**src/rtl/pwm_amp_pkg.sv**
```systemverilog
`default_nettype none
// +----------------------------------------------------------------------+
// | Module   : pwm_amp_pkg                                               |
// | Purpose  : Shared state encoding, default timing and count helper    |
// |            for the amplifier shutdown sequencer.                     |
// | Revision : 1.0  initial release                                      |
// +----------------------------------------------------------------------+
package pwm_amp_pkg;

  typedef enum logic [1:0] {
    ST_OFF   = 2'd0,
    ST_WAKE  = 2'd1,
    ST_ON    = 2'd2,
    ST_DRAIN = 2'd3
  } ch_state_e;

  localparam int DEF_NUM_CH         = 2;
  localparam int DEF_CNT_W          = 20;
  localparam int DEF_POWERUP_CYCLES = 65536;
  localparam int DEF_STAGGER_CYCLES = 4096;
  localparam int DEF_SETTLE_CYCLES  = 8192;
  localparam int DEF_DRAIN_CYCLES   = 1024;
  localparam int DEF_IDLE_CYCLES    = 0;

  // True when the cycle being counted now completes 'limit' cycles.
  // A limit of 0 behaves like 1, so the phase always lasts one cycle.
  function automatic logic limit_reached(input logic [31:0] cnt, input logic [31:0] limit);
    return ({1'b0, cnt} + 33'd1) >= {1'b0, limit};
  endfunction

endpackage
`default_nettype wire

```
**src/rtl/pwm_amp_channel.sv**
```systemverilog
`default_nettype none
// +----------------------------------------------------------------------+
// | Module   : pwm_amp_channel                                           |
// | Purpose  : One amplifier channel: OFF/WAKE/ON/DRAIN sequencing,      |
// |            shared settle/drain/idle counter and activity arm flag.   |
// | Revision : 1.0  initial release                                      |
// +----------------------------------------------------------------------+
module pwm_amp_channel
  import pwm_amp_pkg::*;
#(
  parameter int CNT_W         = DEF_CNT_W,
  parameter int SETTLE_CYCLES = DEF_SETTLE_CYCLES,
  parameter int DRAIN_CYCLES  = DEF_DRAIN_CYCLES,
  parameter int IDLE_CYCLES   = DEF_IDLE_CYCLES
) (
  input  logic clk,
  input  logic rst_n,
  input  logic i_en_req,
  input  logic i_activity,
  input  logic i_force_off,
  input  logic i_powerup_done,
  input  logic i_grant,
  output logic o_wake_req,
  output logic o_sd_d,
  output logic o_ready_d
);

  ch_state_e        state_q, state_d;
  logic [CNT_W-1:0] cnt_q, cnt_d, cnt_inc;
  logic             armed_q, armed_d;
  logic [31:0]      cnt_ext;

  assign cnt_inc = (&cnt_q) ? cnt_q : cnt_q + CNT_W'(1);
  assign cnt_ext = 32'(cnt_q);

  // Channel asks the arbiter for a wake slot only from OFF with all gates open.
  assign o_wake_req = (state_q == ST_OFF) & i_en_req & armed_q & i_powerup_done & ~i_force_off;

  // Next state, counter and arm flag; the counter restarts on every state entry.
  always_comb begin
    state_d = state_q;
    cnt_d   = cnt_inc;
    armed_d = armed_q | i_activity;
    case (state_q)
      ST_OFF: begin
        cnt_d = '0;
        if (i_grant) state_d = ST_WAKE;
      end
      ST_WAKE: begin
        if (i_force_off || !i_en_req) begin
          state_d = ST_OFF;
          cnt_d   = '0;
        end else if (limit_reached(cnt_ext, SETTLE_CYCLES)) begin
          state_d = ST_ON;
          cnt_d   = '0;
        end
      end
      ST_ON: begin
        if (i_force_off) begin
          state_d = ST_OFF;
          cnt_d   = '0;
        end else if (!i_en_req) begin
          state_d = ST_DRAIN;
          cnt_d   = '0;
        end else if (i_activity) begin
          // Activity beats a coincident timeout and restarts the idle window.
          cnt_d = '0;
        end else if ((IDLE_CYCLES != 0) && limit_reached(cnt_ext, IDLE_CYCLES)) begin
          state_d = ST_DRAIN;
          cnt_d   = '0;
          armed_d = 1'b0;
        end
      end
      ST_DRAIN: begin
        if (i_force_off || limit_reached(cnt_ext, DRAIN_CYCLES)) begin
          state_d = ST_OFF;
          cnt_d   = '0;
        end
      end
      default: begin
        state_d = ST_OFF;
        cnt_d   = '0;
      end
    endcase
  end

  // Pin levels follow the next state so the top registers them alongside it.
  assign o_sd_d    = (state_d != ST_OFF);
  assign o_ready_d = (state_d == ST_ON);

  // Channel state registers; reset leaves the channel OFF and armed.
  always_ff @(posedge clk or negedge rst_n) begin
    if (!rst_n) begin
      state_q <= ST_OFF;
      cnt_q   <= '0;
      armed_q <= 1'b1;
    end else begin
      state_q <= state_d;
      cnt_q   <= cnt_d;
      armed_q <= armed_d;
    end
  end

endmodule
`default_nettype wire

```
**src/rtl/pwm_amp_sequencer.sv**
```systemverilog
`default_nettype none
// +----------------------------------------------------------------------+
// | Module   : pwm_amp_sequencer                                         |
// | Purpose  : Drives NUM_CH amplifier SD pins with power-up hold-off,   |
// |            staggered wake, settle gating and idle auto-shutdown.     |
// | Revision : 1.0  initial release                                      |
// +----------------------------------------------------------------------+
module pwm_amp_sequencer
  import pwm_amp_pkg::*;
#(
  parameter int NUM_CH         = DEF_NUM_CH,
  parameter int CNT_W          = DEF_CNT_W,
  parameter int POWERUP_CYCLES = DEF_POWERUP_CYCLES,
  parameter int STAGGER_CYCLES = DEF_STAGGER_CYCLES,
  parameter int SETTLE_CYCLES  = DEF_SETTLE_CYCLES,
  parameter int DRAIN_CYCLES   = DEF_DRAIN_CYCLES,
  parameter int IDLE_CYCLES    = DEF_IDLE_CYCLES
) (
  input  logic              clk,
  input  logic              rst_n,
  input  logic [NUM_CH-1:0] ch_en_req,
  input  logic [NUM_CH-1:0] ch_activity,
  input  logic              force_off,
  output logic [NUM_CH-1:0] amp_sd,
  output logic [NUM_CH-1:0] ch_ready,
  output logic              powerup_done
);

  // Value loaded after a grant so the next grant lands STAGGER_CYCLES later.
  localparam logic [CNT_W-1:0] C_STAG_LOAD =
    (STAGGER_CYCLES == 0) ? '0 : CNT_W'(STAGGER_CYCLES - 1);

  logic [CNT_W-1:0]  pu_cnt_q, pu_cnt_d;
  logic              powerup_done_q, powerup_done_d;
  logic [CNT_W-1:0]  stag_cnt_q, stag_cnt_d;
  logic [NUM_CH-1:0] amp_sd_q, ch_ready_q;
  logic [NUM_CH-1:0] wake_req, grant, sd_d, ready_d;

  // Power-up hold-off: count from reset release, then latch done until reset.
  always_comb begin
    pu_cnt_d       = pu_cnt_q;
    powerup_done_d = powerup_done_q;
    if (!powerup_done_q) begin
      pu_cnt_d       = (&pu_cnt_q) ? pu_cnt_q : pu_cnt_q + CNT_W'(1);
      powerup_done_d = limit_reached(32'(pu_cnt_q), POWERUP_CYCLES);
    end
  end

  // Stagger arbiter: lowest requesting index wins once the spacing window is clear.
  always_comb begin
    grant      = (stag_cnt_q == '0) ? (wake_req & (~wake_req + NUM_CH'(1))) : '0;
    stag_cnt_d = stag_cnt_q;
    if (|grant) begin
      stag_cnt_d = C_STAG_LOAD;
    end else if (stag_cnt_q != '0) begin
      stag_cnt_d = stag_cnt_q - CNT_W'(1);
    end
  end

  for (genvar gi = 0; gi < NUM_CH; gi++) begin : g_ch
    pwm_amp_channel #(
      .CNT_W         (CNT_W),
      .SETTLE_CYCLES (SETTLE_CYCLES),
      .DRAIN_CYCLES  (DRAIN_CYCLES),
      .IDLE_CYCLES   (IDLE_CYCLES)
    ) u_ch (
      .clk            (clk),
      .rst_n          (rst_n),
      .i_en_req       (ch_en_req[gi]),
      .i_activity     (ch_activity[gi]),
      .i_force_off    (force_off),
      .i_powerup_done (powerup_done_q),
      .i_grant        (grant[gi]),
      .o_wake_req     (wake_req[gi]),
      .o_sd_d         (sd_d[gi]),
      .o_ready_d      (ready_d[gi])
    );
  end

  // Global counters and output pins; reset drops every pin without a drain.
  always_ff @(posedge clk or negedge rst_n) begin
    if (!rst_n) begin
      pu_cnt_q       <= '0;
      powerup_done_q <= 1'b0;
      stag_cnt_q     <= '0;
      amp_sd_q       <= '0;
      ch_ready_q     <= '0;
    end else begin
      pu_cnt_q       <= pu_cnt_d;
      powerup_done_q <= powerup_done_d;
      stag_cnt_q     <= stag_cnt_d;
      amp_sd_q       <= sd_d;
      ch_ready_q     <= ready_d;
    end
  end

  assign amp_sd       = amp_sd_q;
  assign ch_ready     = ch_ready_q;
  assign powerup_done = powerup_done_q;

endmodule
`default_nettype wire

```
**config.mk**
```make
export PLATFORM = sky130hd
export DESIGN_NAME = pwm_amp_sequencer
export DESIGN_NICKNAME = d
export VERILOG_FILES = /design/src/rtl/pwm_amp_pkg.sv /design/src/rtl/pwm_amp_channel.sv /design/src/rtl/pwm_amp_sequencer.sv
export SDC_FILE = /design/constraint.sdc
export NUM_CORES = 1
export LEC_CHECK = 0
export CAP_MARGIN = 20
export CORE_MARGIN = 1
export CORE_UTILIZATION = 56
export DETAILED_ROUTE_END_ITERATION = 8
export PLACE_DENSITY = 0.76
export SKIP_CTS_REPAIR_TIMING = 1
export SYNTH_ARGS = -nofsm -noshare
export SYNTH_HDL_FRONTEND = slang
export SYNTH_SLANG_ARGS = --single-unit
```
**constraint.sdc**
```tcl
create_clock -name clk -period 2.5 [get_ports clk]
set_input_delay 0.375 -clock clk [delete_from_list [all_inputs] [get_ports clk]]
set_output_delay 0.375 -clock clk [all_outputs]
set_load 0.02 [all_outputs]
```
# Word-level counts from Yosys, hierarchy flattened
# Index checks and enable logic that the tools add are counted.
# op_classes
n_mux	34
order_cmp	5
bitwise_logic	15
eq_ne	8
reduce_logical	18
add_sub_neg	8
# op_table
cell	n
$mux 20	16
$pmux 20 s4	2
$ge 33x11->1 const B	2
$ge 33x14->1 const B	2
$add 20x1->21 const B	3
$add 20x1->20 const B	3
$reduce_and 20->1	3
$mux 2	13
$ge 21x17->1 const B	1
$logic_not 20->1	1
$reduce_bool 20->1	1
$sub 20x1->20 const B	1
$pmux 2 s4	2
$eq 2x2->1 const B	6
$and 1x1->1	8
$reduce_bool 2->1	3
$eq 2x1->1 const B	2
$logic_not 2->1	2
$logic_or 1x1->1	4
$not 1->1	3
$add 2x1->2 const B	1
$and 2x2->2	1
$logic_not 1->1	2
$not 2->2	1
other kinds (4)	5
# word_totals
reg_bits	91
elab_cells	99
out_inout_bits	5
inputBits	7

# Longest topological paths before layout
# depth
word_depth	12
ltp_mapped	11
mapped_depth_nobuf	9

# Cells and area by module
# A second synthesis with hierarchy kept.
# hier_totals
cells_unflattened	547
area_unflattened_um2	5367.6
# by_module_without_submodules
module	seq_area_each_um2	cells_per_inst	area_per_inst_um2	instances
pwm_amp_channel	576.8	158	1500.2	2
pwm_amp_sequencer	1126.1	231	2367.3	1

# Least setup slack after synthesis
# OpenSTA, ideal clock, no wires.
# synth_timing
path_kind	register -> register
from	reg g_ch[0].u_ch.cnt_q[0]
to	reg g_ch[0].u_ch.cnt_q[15]
n_path_buf	2
stages_incl_launch_ff	11
arrival_ps	2489
period_less_slack_ps	2566
t_required_ps	2423
slack_ps	-66
setup_ps	77
path_cell_list	dfrtp_1 -> ha_1 -> inv_1 -> nor4_4 -> mux2i_1 -> or4b_1 -> a21boi_1 -> o32a_1 -> buf_4 -> buf_6 -> a21oi_1
# synth_via
elab_chain_cells	6
elab_cells_between_ends	14
classes_between	2 x add/sub; 2 x order compare; 8 x mux; 2 x reduce/logical
# synth_lines
element	line_no	rtl
start, declared	pwm_amp_channel.sv:29	logic [CNT_W-1:0] cnt_q, cnt_d, cnt_inc;
start signal, assigned	pwm_amp_channel.sv:99	cnt_q <= cnt_d;
parallel branches: the longest is 5 deep, another holds $ge 33x14->1	-	
$pmux 20 s4 *	pwm_amp_channel.sv:44	case (state_q)
via g_ch[0].u_ch.cnt_d[15]	pwm_amp_channel.sv:29	
# Mark *: on every way through the listed nets, which the timed path passes.
# A chain may end at the register's enable or synchronous reset.

# Final worst setup path
# layout_timing
from	reg g_ch[0].u_ch.cnt_q[5]
to	reg g_ch[0].u_ch.cnt_q[16]
# Same word-level chain as after synthesis.

==> reports/summary.txt <==
Total negative slack - 0 ns
Antenna violations before repair - 0
Vias in the first global route - 3672
Die X - 95.3 um
Ranking of synthesized cells by area - dfrtp_1 (46%), xnor2_1 (5.4%), xor2_1 (4.5%)
Port Buffer Count - 11
Yosys top cell by area - dfrtp_1
Complex-gate fraction of the synthesized area - 11.2%
Gp weighted congestion - 0.845
Worst rel slew slack - 44.2%
Core Box Area - 8300 um2
# IOs - 12
Layout cells sized above 1 - 19.9%
Post-synthesis adder-cell area fraction - 1.03%
GR Util met1 - 32.2%
Num CTS Buffers - 9
H-tree depth - 3
Share of flip-flops with an asynchronous set or reset - 100%
Total routed wirelength - 10.2 mm
Worst-path cell chain - nand4_4, nor4_4, mux2i_1, or4b_4, a21boi_1, o32a_1, buf_6, nor3_1
Total Routing Usage GR - 23.9%
Seq cells post-synth - 91
Routed len/inst - 15.7 um
Register area share after synthesis - 46.8%
Lkg Pwr - 2.44 nW
Worst Max-Slew Pin Slew - 0.830 ns
Vias/cell - 5.93
DPL Wire Length - 6.89 mm
GRT overflow - 0
Most frequent cells in the layout - dfrtp_1 (85), nor2_1 (57), nand2_1 (36), buf_4 (34), nand3_1 (31)
First-pass detailed-route iteration total - 4
Synth Flop Type - dfrtp_1
Post-Syn Area - 4870 um2
Final Hold Fails - 0
Slowest CP cell - or4b_4
# fillers - 623
Largest net degree at the start of global routing - 53
CP endpoint kind - register
Starting density of the core - 58.7%
F_max - 419 MHz
Die ar. - 9080 um2
Setup crit start kind - register
Grt peak-use layer - met2
Final setup margin - 0.115 ns
Met2 Resource Use GR - 39.2%
Commonest non-fill, non-tap cell in the layout - dfrtp_1
Clock root cell - clkbuf_8
EDFF count, synth - 0
Status - complete, no violations
Data arrival time of the worst path - 2.67 ns
CP peak stage delay - 0.49 ns
Critical path type - reg2reg
Via Count - 3846
Largest family of logic cells by synthesized area - simple AND/OR/NAND/NOR gates
Max-slew violation count - 0
DRC Markers - 0
Cells after synthesis - 493
Post-synth top area share - 45.7%
Layout area overhead - 15.6%
CP required - 2.79 ns
Post-DRT Antenna Nets - 0
Syn_nets - 504
CTS tree - built
R2R setup slack - 0.12 ns
Max FO, Critical Path - 6
First-pass GRT wire length - 16.9 mm
Synth unique cells - 70
Worst vdd ir - 0.278 mV
Iter 0 DRT Violations - 145
Row count - 33
Antenna diode count - 0
CTS Sinks - 91
Min Tclk post-route - 2.38 ns
Final period util - 95.4%
Clock skew - 0.0124 ns
Insertion delay to the later sink of the worst-skew pair - 0.37 ns
RSZ-0062 raised after global routing - yes
R2r endpoint - g_ch[0].u_ch.cnt_q[16]$_DFF_PN0_
Final setup vio count - 0
R2r startpoint - g_ch[0].u_ch.cnt_q[5]$_DFF_PN0_
Post-synthesis mux area share - 1.46%
Post-Syn Area per Cell - 9.88 um2
Die H - 95.3 um
Met3 Usage GRT - 4.86%
Setup WS pre-CTS - -0.0440 ns
Max clock buf depth - 2
Simple-gate area share of the yosys netlist - 27.3%
Nets - 550
Yosys warns - 0
Worst Reg2Reg Path Length in Cells - 8
PwrDens - 547 nW/um2
Post-Synth XOR/XNOR Area - 9.89%
Clock transition at the registers of the reported paths - 0.10 ns
Worst hold path type - in2async
Max Cap Viol - 0
==> through the flow <==
stage          hold slack [ns]  area [um2]  std cells  utilization (%)  power, mW
6_report                0.0311        5630        649             67.8       3.08
5_1_grt                 0.0924        5630        649             67.8       3.20
4_1_cts                 0.0561        5510        640             66.4       3.09
3_5_place_dp             0.452        5270        624             63.4       1.87
3_3_place_gp             0.450        5270        624             63.4       1.86
2_1_floorplan           0.0794        4880        493                -       1.77
==> Yosys cell counts (3+ instances only) <==
| master | number |
|---|---|
| dfrtp_1 | 89 |
| xor2_1 | 25 |
| a21oi_1 | 30 |
| and3_1 | 10 |
| inv_1 | 10 |
| nand4_2 | 3 |
| nor4_1 | 6 |
| o21a_1 | 3 |
| ha_1 | 4 |
| xnor2_1 | 30 |
| nand3b_1 | 3 |
| clkbuf_1 | 7 |
| buf_6 | 3 |
| or3_1 | 6 |
| and4_1 | 7 |
| nor3_1 | 14 |
| and2_1 | 3 |
| nand2b_1 | 7 |
| a31oi_1 | 6 |
| nand2_1 | 38 |
| nor2_1 | 57 |
| mux2i_1 | 6 |
| a211oi_1 | 6 |
| nand4_1 | 15 |
| nand3_1 | 31 |
| o21ai_0 | 13 |
| or2_2 | 7 |
==> routing by layer <==
layer | wire [um] | up-vias | part of all wire [%]
li1 | - | 1871 | -
met1 | 4700 | 1887 | 46
met2 | 5000 | 68 | 49
met3 | 327 | 20 | 3.2
met4 | 198 | 0 | 1.9
met5 | 0 | - | 0
==> flip-flops by register name, indices dropped and copies added, names as in the netlist <==
name / count
g_ch.u_ch.cnt_q: 40
ch_ready: 2
g_ch.u_ch.armed_q: 2
stag_cnt_q: 20
amp_sd: 2
powerup_done: 1
g_ch.u_ch.state_q: 4
pu_cnt_q: 20
==> worst max-delay path: cells and delay by family (launching register included) <==
| kind | cells | cell delay, ns |
|---|---|---|
| AND/OR/NAND/NOR | 4 | 1.11 |
| flip-flops | 1 | 0.41 |
| AO/OA/AOI/OAI | 2 | 0.39 |
| multiplexers | 1 | 0.26 |
| buffers and inverters | 1 | 0.15 |
==> layout make-up <==
| class | count | area [um2] | share of cell area (%) |
|---|---|---|---|
| Tap cell | 105 | 131 | 2.33 |
| Timing Repair Buffer | 47 | 398 | 7.07 |
| Clock buffer | 9 | 124 | 2.20 |
| Sequential cell | 91 | 2280 | 40.6 |
| Clock inverter | 7 | 123 | 2.18 |
| Inverter | 10 | 37.5 | 0.667 |
| Multi-Input combinational cell | 380 | 2530 | 45.0 |
==> logic make-up (layout without fill, tap and decap cells) <==
| group | after synthesis | count (layout) |
|---|---|---|
| buffers and inverters | 23 | 73 |
| AND/OR/NAND/NOR | 232 | 233 |
| AO/OA/AOI/OAI | 81 | 81 |
| adder cells (fa/ha/maj) | 4 | 4 |
| flip-flops | 91 | 91 |
| XOR/XNOR | 55 | 55 |
| multiplexers | 7 | 7 |
==> where the power goes <==
| part | internal, mW | switching [mW] | leakage [nW] |
|---|---|---|---|
| Clock | 0.671 | 0.558 | 0.116 |
| Combinational | 0.106 | 0.132 | 1.11 |
| Sequential | 1.55 | 0.0680 | 1.21 |
| Total | 2.32 | 0.758 | 2.44 |
==> how the worst max path moves through the flow <==
stage                                          from                                to  slack, ns  cells after the start
global route        g_ch[0].u_ch.cnt_q[0]$_DFF_PN0_   g_ch[0].u_ch.cnt_q[3]$_DFF_PN0_      -0.04                      9
finish              g_ch[0].u_ch.cnt_q[5]$_DFF_PN0_  g_ch[0].u_ch.cnt_q[16]$_DFF_PN0_       0.12                      8
global placement                          force_off   g_ch[1].u_ch.cnt_q[6]$_DFF_PN0_       0.04                      8
CTS                 g_ch[1].u_ch.cnt_q[1]$_DFF_PN0_  g_ch[1].u_ch.cnt_q[16]$_DFF_PN0_       0.03                      8
floorplan           g_ch[0].u_ch.cnt_q[3]$_DFF_PN0_  g_ch[0].u_ch.cnt_q[15]$_DFF_PN0_       0.03                      9
detailed placement                        force_off   g_ch[1].u_ch.cnt_q[6]$_DFF_PN0_      -0.04                      8
No activity file was read; power rests on OpenSTA's default activity.
